`src/rtl/later_spad_read_seq_pkg.sv`:
```
`default_nettype none
// ============================================================================
// Module   : later_spad_read_seq_pkg
// Brief    : Shared PE spad constants: widths, clear-sweep length and the
//            field layout of a 12-bit spad word (data [11:4], count [3:0]).
// Revision : 1.0 - initial release
// ============================================================================
package later_spad_read_seq_pkg;

    localparam int SPAD_ADDR_W       = 7;
    localparam int SPAD_DATA_W       = 8;
    localparam int SPAD_CNT_W        = 4;
    localparam int SPAD_WORD_W       = SPAD_DATA_W + SPAD_CNT_W;
    localparam int SPAD_CLEAR_CYCLES = 100;

    // Field slices of a spad word
    localparam int SPAD_DATA_MSB     = SPAD_WORD_W - 1;
    localparam int SPAD_DATA_LSB     = SPAD_CNT_W;
    localparam int SPAD_CNT_MSB      = SPAD_CNT_W - 1;
    localparam int SPAD_CNT_LSB      = 0;

endpackage : later_spad_read_seq_pkg
`default_nettype wire

```
`src/rtl/later_spad_read_seq.sv`:
```
`default_nettype none
// ============================================================================
// Module   : later_spad_read_seq
// Brief    : Fetches one CSC column from the later data spad and streams its
//            (data, row) elements to the PE MAC over valid/ready. Start is
//            held off until the spad's post-reset clear sweep has finished.
// Revision : 1.0 - initial release
// ============================================================================
module later_spad_read_seq
    import later_spad_read_seq_pkg::*;
#(
    parameter int ADDR_W      = SPAD_ADDR_W,
    parameter int DATA_W      = SPAD_DATA_W,
    parameter int CNT_W       = SPAD_CNT_W,
    parameter int INIT_CYCLES = SPAD_CLEAR_CYCLES
) (
    input  logic                   clock,
    input  logic                   reset,
    input  logic                   start,
    output logic                   start_ready,
    input  logic [ADDR_W-1:0]      col_start,
    input  logic [ADDR_W-1:0]      col_end,
    output logic [ADDR_W-1:0]      spad_read_idx,
    output logic                   spad_read_idx_en,
    output logic                   spad_read_en,
    output logic                   spad_index_inc,
    input  logic [SPAD_WORD_W-1:0] spad_data_out,
    output logic                   out_valid,
    input  logic                   out_ready,
    output logic [DATA_W-1:0]      out_data,
    output logic [CNT_W-1:0]       out_count,
    output logic                   out_last,
    output logic                   done,
    output logic                   busy,
    output logic                   init_done
);

    typedef enum logic [2:0] {
        S_IDLE   = 3'd0,
        S_SEEK   = 3'd1,
        S_ISSUE  = 3'd2,
        S_WAIT   = 3'd3,
        S_STREAM = 3'd4,
        S_FIN    = 3'd5
    } state_t;

    localparam int INIT_W = $clog2(INIT_CYCLES + 1);

    state_t              r_state;
    logic [ADDR_W-1:0]   r_remaining;
    logic [INIT_W-1:0]   r_init_cnt;
    logic [ADDR_W-1:0]   w_span;

    // Column length; a wrapped range simply becomes a modulo length
    assign w_span         = col_end - col_start;
    assign start_ready    = (r_state == S_IDLE) && init_done;
    assign busy           = (r_state != S_IDLE);
    // The column pointer advances exactly when the MAC takes an element
    assign spad_index_inc = out_valid && out_ready;

    // Clear-sweep timer: init_done rises once INIT_CYCLES cycles have elapsed
    always_ff @(posedge clock or posedge reset) begin
        if (reset) begin
            r_init_cnt <= '0;
            init_done  <= 1'b0;
        end else if (!init_done) begin
            r_init_cnt <= r_init_cnt + 1'b1;
            if (r_init_cnt == INIT_W'(INIT_CYCLES - 1)) begin
                init_done <= 1'b1;
            end
        end
    end

    // Column fetch FSM; every spad control and stream field is registered
    always_ff @(posedge clock or posedge reset) begin
        if (reset) begin
            r_state          <= S_IDLE;
            r_remaining      <= '0;
            spad_read_idx    <= '0;
            spad_read_idx_en <= 1'b0;
            spad_read_en     <= 1'b0;
            out_valid        <= 1'b0;
            out_data         <= '0;
            out_count        <= '0;
            out_last         <= 1'b0;
            done             <= 1'b0;
        end else begin
            case (r_state)
                S_IDLE: begin
                    if (start && start_ready) begin
                        spad_read_idx <= col_start;
                        r_remaining   <= w_span;
                        if (w_span == '0) begin
                            r_state <= S_FIN;
                            done    <= 1'b1;
                        end else begin
                            r_state          <= S_SEEK;
                            spad_read_idx_en <= 1'b1;
                        end
                    end
                end
                S_SEEK: begin
                    spad_read_idx_en <= 1'b0;
                    spad_read_en     <= 1'b1;
                    r_state          <= S_ISSUE;
                end
                S_ISSUE: begin
                    spad_read_en <= 1'b0;
                    r_state      <= S_WAIT;
                end
                S_WAIT: begin
                    // Spad word is valid now, one cycle after the read strobe
                    out_data  <= spad_data_out[SPAD_DATA_MSB:SPAD_DATA_LSB];
                    out_count <= spad_data_out[SPAD_CNT_MSB:SPAD_CNT_LSB];
                    out_last  <= (r_remaining == ADDR_W'(1));
                    out_valid <= 1'b1;
                    r_state   <= S_STREAM;
                end
                S_STREAM: begin
                    if (out_ready) begin
                        out_valid   <= 1'b0;
                        out_last    <= 1'b0;
                        r_remaining <= r_remaining - 1'b1;
                        if (r_remaining == ADDR_W'(1)) begin
                            r_state <= S_FIN;
                            done    <= 1'b1;
                        end else begin
                            r_state      <= S_ISSUE;
                            spad_read_en <= 1'b1;
                        end
                    end
                end
                S_FIN: begin
                    done    <= 1'b0;
                    r_state <= S_IDLE;
                end
                default: begin
                    r_state <= S_IDLE;
                end
            endcase
        end
    end

endmodule : later_spad_read_seq
`default_nettype wire

```
`config.mk`:
```
export PLATFORM = sky130hd
export DESIGN_NAME = later_spad_read_seq
export DESIGN_NICKNAME = d
export VERILOG_FILES = /design/src/rtl/later_spad_read_seq_pkg.sv /design/src/rtl/later_spad_read_seq.sv
export SDC_FILE = /design/constraint.sdc
export NUM_CORES = 1
export LEC_CHECK = 0
export CAP_MARGIN = 20
export CORE_UTILIZATION = 52
export DETAILED_ROUTE_END_ITERATION = 6
export PLACE_DENSITY = 0.81
export RECOVER_POWER = 100
export SLEW_MARGIN = 20
export SYNTH_ARGS = -nofsm -noshare
export SYNTH_HDL_FRONTEND = slang
export SYNTH_SLANG_ARGS = --single-unit
```
`constraint.sdc`:
```
create_clock -name clock -period 2.85 [get_ports clock]
set_input_delay 0.57 -clock clock [delete_from_list [all_inputs] [get_ports clock]]
set_output_delay 0.57 -clock clock [all_outputs]
set_load 0.02 [all_outputs]
```
## After elaboration in Yosys (flattened, before gate mapping)

Index checks and enable logic that the tools add are counted.

| storage, ports and cells | value |
|---|---|
| bits in registers | 42 |
| bits in latches | 0 |
| RAM bits | 0 |
| ROM bits | 0 |
| output and inout bits | 28 |
| memories | 0 |

| operators by class | value |
|---|---|
| $add $sub $neg | 3 |
| multipliers | 0 |
| div/mod/pow operators | 0 |
| $lt $le $gt $ge | 0 |
| eq/ne operators | 13 |
| shifts and indexed selects | 0 |
| mux-type cells | 24 |
| bitwise operators | 0 |
| reductions and logical operators | 18 |

Operators by type and width:

| kind | number |
|---|---|
| case mux 3 bit (5 select lines) | 1 |
| two-way mux 7 bit | 2 |
| case mux 7 bit (2 select lines) | 1 |
| two-way mux 3 bit | 4 |
| two-way mux 1 bit | 11 |
| AND reduction 3 bit | 3 |
| nonzero test 3 bit | 3 |
| != test 2 bit, second input constant | 4 |
| adder 7 x 1 -> 7 bit, second input constant | 1 |
| equality test 7 x 1 -> 1 bit, second input constant | 1 |
| equality test 7 bit, second input constant | 1 |
| logical NOT 7 bit | 1 |
| subtractor 7 x 1 -> 7 bit, second input constant | 1 |
| subtractor 7 bit | 1 |
| equality test 3 x 2 -> 1 bit, second input constant | 2 |
| equality test 3 bit, second input constant | 2 |
| case mux 1 bit (2 select lines) | 3 |
| case mux 1 bit (3 select lines) | 2 |
| AND reduction 2 bit | 3 |
| nonzero test 2 bit | 3 |
| AND reduction 5 bit | 1 |
| != test 2 x 1 -> 1 bit, second input constant | 2 |
| equality test 3 x 1 -> 1 bit, second input constant | 1 |
| logical AND 1 bit | 3 |
| logical NOT 3 bit | 1 |

## Depth between registers and ports, before layout

| depth | value |
|---|---|
| word-level depth | 5 |
| mapped depth | 8 |
| depth with buffers taken out | 8 |

## Worst setup path before layout

No wires, ideal clock.

| path | value |
|---|---|
| path type | in2reg |
| start | input col_end[0] |
| end | register spad_read_idx_en |
| library setup time | 147 ps |
| data arrival time | 2043 ps |
| required time | 2703 ps |
| path slack | 660 ps |
| stages | 8 |
| buffers on the path | 0 |
| path through | inv_1 -> ha_1 -> fa_1 -> nand2b_1 -> a21oi_1 -> xor2_1 -> nor4_1 -> a31oi_1 |

| on the way | value |
|---|---|
| longest elaborated chain between the ends | 4 |

Ends and longest elaborated chain:

| item | RTL line | source |
|---|---|---|
| start: declaration | later_spad_read_seq.sv:22 | `input logic [ADDR_W-1:0] col_end,` |
| subtractor 7 bit | later_spad_read_seq.sv:55 | `assign w_span = col_end - col_start;` |
| logical NOT 7 bit | later_spad_read_seq.sv:93 | `if (w_span == '0) begin` |
| != test 2 bit (no line) | -- |  |
| AND reduction 3 bit (no line) | -- |  |
| end signal: assignment | later_spad_read_seq.sv:80 | `spad_read_idx_en <= 1'b0;` |
| end signal: assignment | later_spad_read_seq.sv:98 | `spad_read_idx_en <= 1'b1;` |
| end signal: assignment | later_spad_read_seq.sv:103 | `spad_read_idx_en <= 1'b0;` |
| end: declaration | later_spad_read_seq.sv:24 | `output logic spad_read_idx_en,` |

No other way between the ends.
A chain may end at the register's enable or synchronous reset.

## Worst setup path after layout

Ends and elaborated chain as after synthesis.

==> metrics.md <==
| Metric | Value |
|---|---|
| Status | finished clean |
| Arr. time, crit path | 2710 ps |
| DR WL/cell | 13.85 µm |
| Clock Sinks | 42 |
| Slew margin rel. | 0.3272 |
| Root buffer cell | clkbuf_8 |
| Seq/Total Area, Yosys | 0.4680 |
| Total die area | 4586 µm² |
| Largest net degree at the start of global routing | 43 |
| Syn nets | 265 |
| TritonCTS clock tree | yes |
| RSZ-0062 raised after global routing | no |
| Initial detailed-routing violation count | 129 |
| Synth top area cells | dfrtp_1, mux2_2, ha_1 |
| # diodes | 0 |
| Setup crit end kind | flop |
| Vias | 1870 |
| Post-Route WL | 4641 µm |
| Period utilization | 0.8919 |
| CTS Hold Bufs | 0 |
| Fmax | 0.3934 GHz |
| Final Setup Violations | 0 |
| Buf/Inv on CP | 3 |
| H-tree level count | 2 |
| #FFs+latches synth | 42 |
| Critical Path Start Type | input port |
| Nets@finish | 325 |
| DP Wirelength | 3476 µm |
| Final Total Pwr | 0.001260 W |
| Chip height | 67.72 µm |
| Cell taking the most area after synthesis | dfrtp_1 |
| Most frequent cell after synthesis | dfrtp_1 |
| Routability cong. | 0.8433 |
| DRC viols | 0 |
| Die Span X | 67.72 µm |
| Worst-path clk slew | 80 ps |
| Worst Tran Pin Value | 1009 ps |
| Total CTS buffers | 5 |
| Clk buf depth | 2 |
| Drt first pass iters | 4 |
| # port buffers | 57 |
| Worst hold path type | flop to flop |
| Share of post-route cells with drive strength above 1 | 0.1088 |
| Gr ovfl total | 0 |
| Vias per cell | 5.582 |
| Syn Std Cell Area | 2246 µm² |
| Row cnt | 23 |
| Initial core utilization | 0.5496 |
| Number of synthesized flops with an enable pin | 0 |
| Vias in the first global route | 1697 |
| YS warnings | 0 |
| Post-synth ARST share | 1.000 |
| Mapped Avg Cell Area | 9.982 µm² |
| Post-CTS setup buffers | 0 |
| Final setup TNS | 0 ps |
| Post-CTS Resized | 0 |
| Top delay family on crit path | buffers and inverters |
| Commonest register cell after synthesis | dfrtp_1 |
| Max Cap Viol | 0 |
| Worst Path Required | 3020 ps |
| Top Ports | 58 |
| Slowest CP cell | dlygate4sd3_1 |
| Mapped Cells | 225 |
| Top post-synthesis cells by count | dfrtp_1, nand2_1, o21ai_0 |
| Yosys top cell area share | 0.4680 |
| Area grow syn2layout | 31.98% |
| Pins Over Slew Limit | 0 |
| Core outline area | 4086 µm² |
| Worst-path cell chain | dlygate4sd3_1 -> inv_1 -> ha_1 -> fa_1 -> nand2b_1 -> a21oi_1 -> xor2_1 -> nor4_1 -> clkbuf_1 -> a31oi_1 |
| GRT Util Overall | 0.2218 |
| Skew-Pair Late Insertion Delay | 290 ps |
| Fin. Hold Viols | 0 |
| Leak | 1.355 nW |
| Crit path max fanout | 3 |
| IR drop worst, VDD | 261.7 µV |
| Initial antenna violation count | 0 |
| Final min period | 2542 ps |
| First-pass GRT wire length | 7534 µm |
| Count of cell types in the netlist | 46 |
| Final Skew | 8.142 ps |
| P per Cell Area | 424.9 nW/µm² |
| Critical Path Max Stage Delay | 530 ps |
| Setup CP Type | input port to flop |
| Final ANT Viol Nets | 0 |
-- path summary, 6_finish.rpt --
kind / start / end / slack (ps) / cells past startpoint
min in group asynchronous: reset / out_data[5] / 1030 / 3
worst min register to register: spad_read_idx[0] / spad_read_idx[0] / 470 / 2
worst min-delay path: spad_read_idx[0] / spad_read_idx[0] / 470 / 2
worst max register to register: r_remaining[0] / r_remaining[6] / 950 / 7
max in group asynchronous: reset / r_init_cnt[1] / 1200 / 3
worst max-delay path: col_end[0] / spad_read_idx_en / 310 / 10
-- cell usage in the layout (no fill, tap or decap), drive strengths merged, types with 2 or more instances in the layout --
master,netlist,routed
a21oi,11,11
a31o,5,5
and2,4,4
clkbuf,1,9
clkdlybuf4s50,0,26
dfrtp,42,42
dlygate4sd3,0,31
ha,9,9
inv,12,12
mux2,14,14
nand2,29,29
nand2b,3,3
nand3,10,10
nand3b,2,2
nor2,14,14
nor2b,2,2
nor3,7,7
nor4b,3,3
o211ai,2,2
o21ai,19,19
o22ai,2,2
xnor2,3,3
xor2,7,7
-- stage by stage --
step	hold slack (ps)	worst slack [ps]	util	cell area, µm²	std cells
5_1_grt	494.1	166.0	0.7254	2964	335
2_1_floorplan	442.2	660.5	-	2246	225
3_5_place_dp	461.6	98.47	0.7012	2865	328
6_report	471.1	308.2	0.7254	2964	335
4_1_cts	479.5	380.0	0.7287	2978	335
3_3_place_gp	459.7	177.2	0.7012	2865	328
-- layer usage --
layer | share of wire | GRT usage
met5 | 0 | 0
met4 | 0.018 | 0.06915
met3 | 0.049 | 0.05236
met2 | 0.50 | 0.3725
met1 | 0.44 | 0.2791
-- cell type report --
type,count,area (µm²)
Clock buffer,6,82.58
Sequential cell,42,1051
Fill cell,321,1122
Inverter,12,45.04
Clock inverter,1,30.03
Timing Repair Buffer,60,583.1
Multi-Input combinational cell,164,1110
Tap cell,50,62.56
-- power breakdown --
group / total, W / internal (W) / switching, W
combinational: 0.000175 / 0.0000876 / 0.0000871
sequential: 0.000607 / 0.000604 / 0.00000340
clock: 0.000477 / 0.000280 / 0.000197
total: 0.00126 / 0.000972 / 0.000288
-- registers in the layout, summed over array words and instances, names as in the netlist --
signal,flops
out_data,8
r_init_cnt,7
r_remaining,7
spad_read_idx,7
out_count,4
r_state,3
done,1
init_done,1
out_last,1
out_valid,1
spad_read_en,1
spad_read_idx_en,1
-- worst reg2reg max path, delay by kind of cell (launching register included) --
kind | cells | cell delay (ps)
buf+inv | 1 | 100
flops | 1 | 430
simple gates | 3 | 790
compound gates | 2 | 230
fa+ha+maj | 1 | 210
-- cells by family (layout without fill, tap and decap cells) --
family	Yosys count	in the layout	share of synthesized area
multiplexers	14	14	0.07019
AO/OA/AOI/OAI	51	51	0.1488
XOR/XNOR	10	10	0.03900
AND/OR/NAND/NOR	79	79	0.1788
flip-flops	42	42	0.4680
adder cells (fa/ha/maj)	10	10	0.05905
buffers and inverters	19	79	0.03621
No activity file was read; power rests on OpenSTA's default activity.
